## config.mk

```make
export PLATFORM = sky130hd
export DESIGN_NAME = mux_tree_pipe
export DESIGN_NICKNAME = d
export VERILOG_FILES = /design/src/rtl/mux_tree_pipe.sv
export SDC_FILE = /design/constraint.sdc
export NUM_CORES = 1
export LEC_CHECK = 0
export ABC_AREA = 1
export BUFFER_PORTS_ARGS = -buffer_cell sky130_fd_sc_hd__buf_4
export CAP_MARGIN = 25
export CORE_UTILIZATION = 49
export DETAILED_ROUTE_END_ITERATION = 10
export PLACE_DENSITY = 0.77
export SLEW_MARGIN = 15
export SYNTH_ARGS = -nofsm -noshare
export SYNTH_HDL_FRONTEND = slang
export SYNTH_SLANG_ARGS = --single-unit
export TNS_END_PERCENT = 100
```

## constraint.sdc

```tcl
create_clock -name clk -period 0.95 [get_ports clk]
set_input_delay 0.0475 -clock clk [delete_from_list [all_inputs] [get_ports clk]]
set_output_delay 0.0475 -clock clk [all_outputs]
set_load 0.02 [all_outputs]
```

## src/rtl/mux_tree_pipe.sv

```systemverilog
// Pipelined N:1 mux tree, one register stage per select bit (LSB first).
// Ports: clk, rst_n, in_valid/in_ready/in_data/in_sel, out_valid/out_ready/out_data/out_err.
module mux_tree_pipe #(
  parameter int WIDTH = 8,
  parameter int NUM_IN = 8,
  parameter int SEL_W = $clog2(NUM_IN),
  parameter logic [WIDTH-1:0] DEFAULT = '0
) (
  input  logic                    clk,
  input  logic                    rst_n,
  input  logic                    in_valid,
  output logic                    in_ready,
  input  logic [NUM_IN*WIDTH-1:0] in_data,
  input  logic [SEL_W-1:0]        in_sel,
  output logic                    out_valid,
  input  logic                    out_ready,
  output logic [WIDTH-1:0]        out_data,
  output logic                    out_err
);

  localparam int LEVELS = SEL_W;
  localparam logic [SEL_W:0] NUM_IN_W = (SEL_W+1)'(NUM_IN);

  logic en;

  assign en       = !out_valid || out_ready;
  assign in_ready = en;

  // Level 0 is the combinational leaf vector; levels 1..LEVELS are registered.
  for (genvar k = 0; k <= LEVELS; k++) begin : g_lvl
    localparam int NE = 2 ** (LEVELS - k);
    localparam int RW = LEVELS - k;

    logic [NE-1:0][WIDTH-1:0] data;
    logic                     err;
    logic                     vld;

    // Select bits still to be consumed by later levels.
    if (RW > 0) begin : g_sel
      logic [RW-1:0] sel;
      if (k == 0) begin : g_src
        assign sel = in_sel;
      end else begin : g_reg
        logic [RW-1:0] sel_d;
        logic [RW-1:0] sel_q;

        always_comb begin
          sel_d = sel_q;
          if (en) sel_d = g_lvl[k-1].g_sel.sel[RW:1];
        end

        always_ff @(posedge clk or negedge rst_n) begin
          if (!rst_n) sel_q <= '0;
          else        sel_q <= sel_d;
        end

        assign sel = sel_q;
      end
    end

    if (k == 0) begin : g_leaf
      for (genvar i = 0; i < NE; i++) begin : g_ent
        if (i < NUM_IN) begin : g_in
          assign data[i] = in_data[i*WIDTH +: WIDTH];
        end else begin : g_pad
          assign data[i] = DEFAULT;
        end
      end
      assign err = {1'b0, in_sel} >= NUM_IN_W;
      assign vld = in_valid;
    end else begin : g_stg
      logic [NE-1:0][WIDTH-1:0] data_d;
      logic [NE-1:0][WIDTH-1:0] data_q;
      logic                     err_d;
      logic                     err_q;
      logic                     vld_d;
      logic                     vld_q;

      always_comb begin
        data_d = data_q;
        err_d  = err_q;
        vld_d  = vld_q;
        if (en) begin
          for (int i = 0; i < NE; i++) begin
            data_d[i] = g_lvl[k-1].g_sel.sel[0]
                      ? g_lvl[k-1].data[2*i+1]
                      : g_lvl[k-1].data[2*i];
          end
          err_d = g_lvl[k-1].err;
          vld_d = g_lvl[k-1].vld;
          // Out-of-range select forces DEFAULT at the last level.
          if (k == LEVELS && g_lvl[k-1].err) data_d[0] = DEFAULT;
        end
      end

      always_ff @(posedge clk or negedge rst_n) begin
        if (!rst_n) begin
          data_q <= '0;
          err_q  <= 1'b0;
          vld_q  <= 1'b0;
        end else begin
          data_q <= data_d;
          err_q  <= err_d;
          vld_q  <= vld_d;
        end
      end

      assign data = data_q;
      assign err  = err_q;
      assign vld  = vld_q;
    end
  end

  assign out_data  = g_lvl[LEVELS].data[0];
  assign out_err   = g_lvl[LEVELS].err;
  assign out_valid = g_lvl[LEVELS].vld;

endmodule

```

* Word level (Yosys, flattened, before mapping)
Index checks and enable logic that the tools add are counted.
** Operators by class
- Muxes and demuxes :: 7
- Reduce and logical (&&, ||, !) cells :: 2
** Operators with widths (count)
- $mux 8 :: 7
- $logic_not 1->1 :: 1
- $logic_or 1x1->1 :: 1
** Storage, ports and cells
- Register bits after elaboration :: 62
- Input bits :: 71
- Output and inout bits :: 11
- Logic and storage cells :: 21

* Depth between registers and ports, before layout
Gate-level depths: netlist of the first run.
- Word-level depth :: 2
- Gate-level depth with buffers :: 7
- Gate-level depth less buffers :: 5

* Worst setup path before layout of the first run
OpenSTA, ideal clock, no wires.
- Path type :: flip-flop to flip-flop
- Start point :: reg g_lvl[3].g_stg.vld_q, in the netlist out_valid
- End point :: reg g_lvl[1].g_stg.data_q (netlist bit g_lvl[1].data[10])
- Setup time :: 0.118 ns
- Arrival :: 0.964 ns
- Required time :: 0.832 ns
- Path slack :: -0.131 ns
- Cell stages (with the launch flop) :: 7
- Path buffers :: 2
- Clock period less this slack :: 1.081 ns
- Cell sequence :: dfrtp_1 -> nand2_4 -> inv_4 -> buf_6 -> buf_6 -> nand2_1 -> nand2_1
** Between the ends
- Word-level cells in the longest chain between the ends :: 2
** RTL lines
- from (decl) :: line 77 : logic vld_q;
- from (signal assigned) :: line 104 : vld_q <= vld_d;
- $logic_not 1->1 :: line 26 : assign en = !out_valid || out_ready;
- $logic_or 1x1->1 :: line 26
- to (signal assigned) :: line 102 : data_q <= data_d;
- to (decl) :: line 73 : logic [NE-1:0][WIDTH-1:0] data_q;
No other way between the ends.
A chain may end at the register's enable or synchronous reset.

* Worst setup path in the final report of the first run
- Start point :: reg g_lvl[3].g_stg.vld_q, in the netlist out_valid
- End point :: reg g_lvl[2].g_stg.data_q (netlist bit g_lvl[2].data[0])
** Between the ends
- Word-level cells in the longest chain between the ends :: 2
** RTL lines (line)
- $logic_not 1->1 :: 26
- $logic_or 1x1->1 :: 26
- to (signal assigned) :: 102
- to (decl) :: 73
No other way between the ends.

==> run_results.csv, run 1 <==
group,metric,value,unit
grt,gr-total-overflow,0,
cts,cts_made_buffers,9,
status,violations,"hold timing, setup timing",
detailed_routing,post_drt_via_cell_ratio,4.628,
place,dpl.hpwl,4924,um
critical_path,setup.worst_path.class,"register to register",
cts,ctsHtreeMaxLevel,3,
sta,min_period,1145,ps
status,status,"complete, but fails checks",
synth,synthesis.instances,500,
power_and_ir_drop,irDropWorstVdd,0.0009923,V
detailed_routing,drt_first_iter_violations,207,
cells_and_area,fin_nets,668,
floorplanning,dieArea,7578,sq um
critical_path,crit_required,1180,ps
worst_hold_path,hold_path.class,"input pin to register",
cts,clk_latency,340,ps
cts,cts_tree,"done",
sta,fmax,873.5,MHz
sta,fin_crit_sh,120.5,%
cells_and_area,area_delta_synth_final,32.51,%
floorplanning,die_w,87.05,um
cts,cts_sinks,62,
sta,fin_tns_setup,-9567,ps
cells_and_area,final_common_cell,"nand2_1",
cells_and_area,drive_above_1_share,30.33,%
synth,synth-seq-cells,62,
sta,fin_ws,-194.8,ps
cells_and_area,fillers,566,
cells_and_area,final_cell_mix,"nand2_1, inv_1, buf_4",
detailed_routing,wl_met2,4208,um
critical_path,reg2regPathDepth,6,
grt,grt.total_usage,22.39,%
power_and_ir_drop,p_per_area,2288,nW/um^2
critical_path,cp-end-kind,"register",
grt,grt_pass1_wl,12940,um
sta,report.final.hold_viol_count,1,
critical_path,start_kind,"register",
cells_and_area,diodes,0,
floorplanning,core-area,6907,sq um
cells_and_area,fin_util,68.01,%
grt,antenna_found_initial,0,
detailed_routing,wl_met1,3663,um
sta,hold_ws,-0.2515,ps
cts,cts_root_buffer,"clkbuf_8",
floorplanning,start_util,51.32,%
synth,syn_area,3545,sq um
synth,yosysUniqueCellTypes,14,
sta,drv_slew,0,
flow_run,max_cap_violations,0,
detailed_routing,ant_nets,0,
floorplanning,io_pins,82,
worst_hold_path,min_path_cells,5,
synth,yosysWarnings,0,
cts,clockBufferDepth,2,
floorplanning,fp-row-count,30,
floorplanning,die_y,87.05,um
synth,ys_seq_area_share,43.77,%
place,port_buffers,80,
synth,avgSynthCellArea,7.089,sq um
place,gp_congestion,0.7903,
critical_path,worstPathMaxFanout,14,
sta,setup_viol,63,
grt,grt_pass1_vias,2984,
detailed_routing,vias,3221,
sta,rsz0062_at_grt,"yes",
sta,fin_skew,4.950,ps
detailed_routing,dr.max_layer_used,"met4",
power_and_ir_drop,p_leak,2.878,nW
cts,clk_pin_slew,60,ps
power_and_ir_drop,power,10.75,mW
detailed_routing,wl_met3,477,um
detailed_routing,route.detailed.drc,0,
grt,grt_max_degree,63,
detailed_routing,wirelength,8537,um
critical_path,cp.arrival,1370,ps
detailed_routing,drt-wirelength-per-cell,12.27,um
detailed_routing,drt-pass1-iter-count,5,
synth,synth_nets,571,
worst max-delay path, stage by stage, from the launching register on:
cell and delay (ps):
dfrtp_2 420, nand2_4 90, buf_6 100, buf_12 190, inv_8 80, nand2_1 80, nand2_1 60
flip-flops by register name, summed over array words and instances, names as in the netlist:
signal                   flops
out_valid                    1
g_lvl.data                  48
out_data                     8
g_lvl.g_sel.g_reg.sel_q      3
g_lvl.g_stg.vld_q            2
synth_stat cells:
master,n,share of area (%)
nand2_1,234,25
inv_1,101,11
dfrtp_1,62,44
nand3_2,30,8.5
nand3_1,26,3.7
inv_2,15,1.6
buf_2,12,1.7
buf_6,5,1.6
buf_4,4,0.85
buf_8,4,1.7
o21ai_1,3,0.42
inv_4,2,0.35
conb_1,1,0.11
nand2_4,1,0.32
worst paths after layout:
path / start / to / slack (ps)
setup reg to reg: out_valid / g_lvl[2].data[0] / -190
max in group asynchronous: rst_n / g_lvl[1].data[25] / 440
hold / removal: in_data[7] / g_lvl[1].data[7] / -0.3
min in group asynchronous: rst_n / g_lvl[1].data[10] / 230
hold reg to reg: g_lvl[1].data[17] / g_lvl[1].data[17] / 470
setup / recovery: out_valid / g_lvl[2].data[0] / -190
layer usage:
layer	track usage, %	vias to the layer above
met5	0	-
met4	8.030	0
met3	4.645	20
met2	38.08	116
met1	28.19	1465
li1	-	1620
logic make-up after synthesis:
family / count (synthesis) / share of synthesized area, %
AND/OR/NAND/NOR: 291 / 37.24
AO/OA/AOI/OAI: 3 / 0.4235
buffers and inverters: 143 / 18.46
other: 1 / 0.1058
flip-flops: 62 / 43.77
what timing repair did:
action | in CTS | in global routing
setup endpoints to repair | 64 | 69
setup buffers | 4 | 6
cloned | 2 | 4
resized for setup | 23 | 19
endpoints found under the hold margin | 65 | 0
hold buffers | 4 | 0
pin swaps | 1 | 1
report_power, final:
| group | switching (mW) | total [mW] | internal [mW] |
|---|---|---|---|
| clock network | 0.984 | 2.11 | 1.13 |
| registers | 0.558 | 4.14 | 3.58 |
| logic | 2.55 | 4.49 | 1.94 |
| total | 4.10 | 10.7 | 6.65 |
final cells by class:
type                       instances  area [sq um]  area share [%]
timing repair inverter             4         53.80           1.145
clock inverter                     1         5.005          0.1066
clock buffer                      13         168.9           3.596
inverter                         118         471.7           10.04
timing repair buffer             107         952.2           20.27
tap                               96         120.1           2.557
multi-input combinational        295          1373           29.22
sequential                        62          1553           33.06
metrics by stage:
| stage | cell area [sq um] | cells | setup WS (ps) |
|---|---|---|---|
| final | 4697 | 696 | -194.8 |
| after global routing | 4697 | 696 | -242.1 |
| after CTS | 4528 | 686 | -159.2 |
| after detailed placement | 4180 | 662 | -174.2 |
| after global placement | 4180 | 662 | -123.0 |
| after floorplan | 3546 | 500 | -82.04 |
Power figures use the tool's default switching activity.
==> run 2, diff against run 1 <==
- SETUP_SLACK_MARGIN: default -> 0.4
==> run_results.csv, run 2 (synthesized netlist as in run 1, its figures left out) <==
group,metric,value,unit
critical_path,worstPathMaxFanout,29,
floorplanning,start_util,51.32,%
critical_path,r2r_slack,-160,ps
critical_path,critPathBufInv,3,
critical_path,path_cells,"nand2_4, buf_4, buf_12, inv_16, nand2_2, nand2_1",
worst_hold_path,hold_path.class,"input pin to async pin",
detailed_routing,post_drt_via_cell_ratio,4.597,
detailed_routing,drt-pass1-iter-count,5,
cts,clk_latency,350,ps
critical_path,setup.worst_path.class,"register to register",
detailed_routing,ant_nets,0,
critical_path,reg2regPathDepth,6,
sta,fin_skew,8.474,ps
power_and_ir_drop,p_leak,2.910,nW
sta,hold_ws,-385.1,ps
cells_and_area,fin_nets,668,
floorplanning,dieArea,7578,sq um
cts,ctsHtreeMaxLevel,3,
cts,cts_tree,"done",
power_and_ir_drop,p_per_area,2296,nW/um^2
cells_and_area,area_delta_synth_final,33.50,%
floorplanning,die_w,87.05,um
sta,fin_ws,-164.3,ps
detailed_routing,route.detailed.drc,0,
critical_path,critPathSlowestCell,"dfrtp_2",
detailed_routing,wirelength,8452,um
sta,drv_slew,0,
critical_path,startpoint,"out_valid",
floorplanning,core-area,6907,sq um
cells_and_area,drive_above_1_share,31.40,%
grt,grt_max_degree,33,
place,port_buffers,80,
place,gp_congestion,0.8029,
status,violations,"hold timing, setup timing",
critical_path,critical-path-top-delay-family,"flip-flops",
critical_path,cp-end-kind,"register",
cells_and_area,final_common_cell,"nand2_1",
cts,clk_pin_slew,70,ps
power_and_ir_drop,irDropWorstVdd,0.001029,V
floorplanning,io_pins,82,
cts,cts_made_buffers,9,
sta,rsz0062_at_grt,"yes",
grt,gr-total-overflow,0,
sta,report.final.hold_viol_count,67,
cells_and_area,final_cell_mix,"nand2_1, inv_1, buf_4",
sta,min_period,1114,ps
cts,clockBufferDepth,2,
detailed_routing,drt-wirelength-per-cell,12.11,um
detailed_routing,vias,3209,
sta,setup_viol,64,
critical_path,cp.arrival,1350,ps
cells_and_area,postLayoutCellArea,4732,sq um
grt,grt_pass1_vias,3249,
sta,fin_crit_sh,117.3,%
power_and_ir_drop,power,10.87,mW
sta,fmax,897.4,MHz
critical_path,r2r-start,"out_valid",
critical_path,crit_required,1180,ps
place,post_dp_cell_area,4188,sq um
critical_path,cp_slowest_stage_delay,430,ps
floorplanning,fp-row-count,30,
grt,antenna_found_initial,0,
grt,grt.total_usage,24.45,%
cells_and_area,diodes,0,
status,status,"complete, but fails checks",
grt,grt_pass1_wl,14100,um
critical_path,timing.rr.end,"g_lvl[2].data[5]",
cells_and_area,largest_register_ffs,48,
floorplanning,die_y,87.05,um
cts,cts_sinks,62,
cts,cts_root_buffer,"clkbuf_8",
critical_path,start_kind,"register",
detailed_routing,drt_first_iter_violations,196,
place,dpl.hpwl,5308,um
flow_run,max_cap_violations,0,
[run 2: timing repair]
action                                  4_1_cts  5_1_grt
endpoints found under the setup margin       72       72
gates cloned                                  2        2
pin swaps                                     1        1
gates resized for setup                      40        2
buffers inserted                             13        2
hold endpoints to repair                     66       53
[run 2: power breakdown]
part           leakage [nW]  internal (mW)  switching (mW)
sequential            0.729           3.58           0.576
clock                0.0861           1.01            1.02
combinational          2.10           2.15            2.53
total                  2.91           6.74            4.13
[run 2: layout make-up]
type                    instances  area, sq um
clock buffers                  12        145.1
clock inverters                 4        22.52
inverters                     118        461.7
multi-input cells             295         1404
flip-flops and latches         62         1553
well taps                      96        120.1
repair buffers                110         1010
fillers                       589         2175
repair inverters                1        16.27
[run 2: metal layers]
metal / GRT usage, % / share of wire, % / up-vias
li1: - / - / 1623
met1: 28.62 / 41 / 1483
met2: 43.31 / 53 / 87
met3: 5.024 / 4.3 / 16
met4: 10.61 / 2.0 / 0
met5: 0 / 0 / -
[run 2: worst max-delay path by stage]
stage | to | slack (ps) | depth (start not counted)
after CTS | in_ready | -150 | 3
after floorplan | g_lvl[1].data[10] | -80 | 6
after global routing | g_lvl[2].data[10] | -210 | 6
final | g_lvl[2].data[5] | -160 | 6
after global placement | g_lvl[1].data[23] | -120 | 4
after detailed placement | g_lvl[1].data[10] | -200 | 4
[run 2: metrics by stage]
step                      cells  TNS, ps  util, %  worst slack (ps)  hold WS (ps)
final                       698    -8322    68.51            -164.3        -385.1
after global placement      663    -6622    60.63            -124.9        -16.92
after floorplan             500    -2852        -            -82.04        -248.1
after CTS                   694    -6652    67.50            -152.2        -377.1
after detailed placement    663    -9069    60.63            -203.7        -14.65
after global routing        698   -11230    68.51            -213.9        -360.7
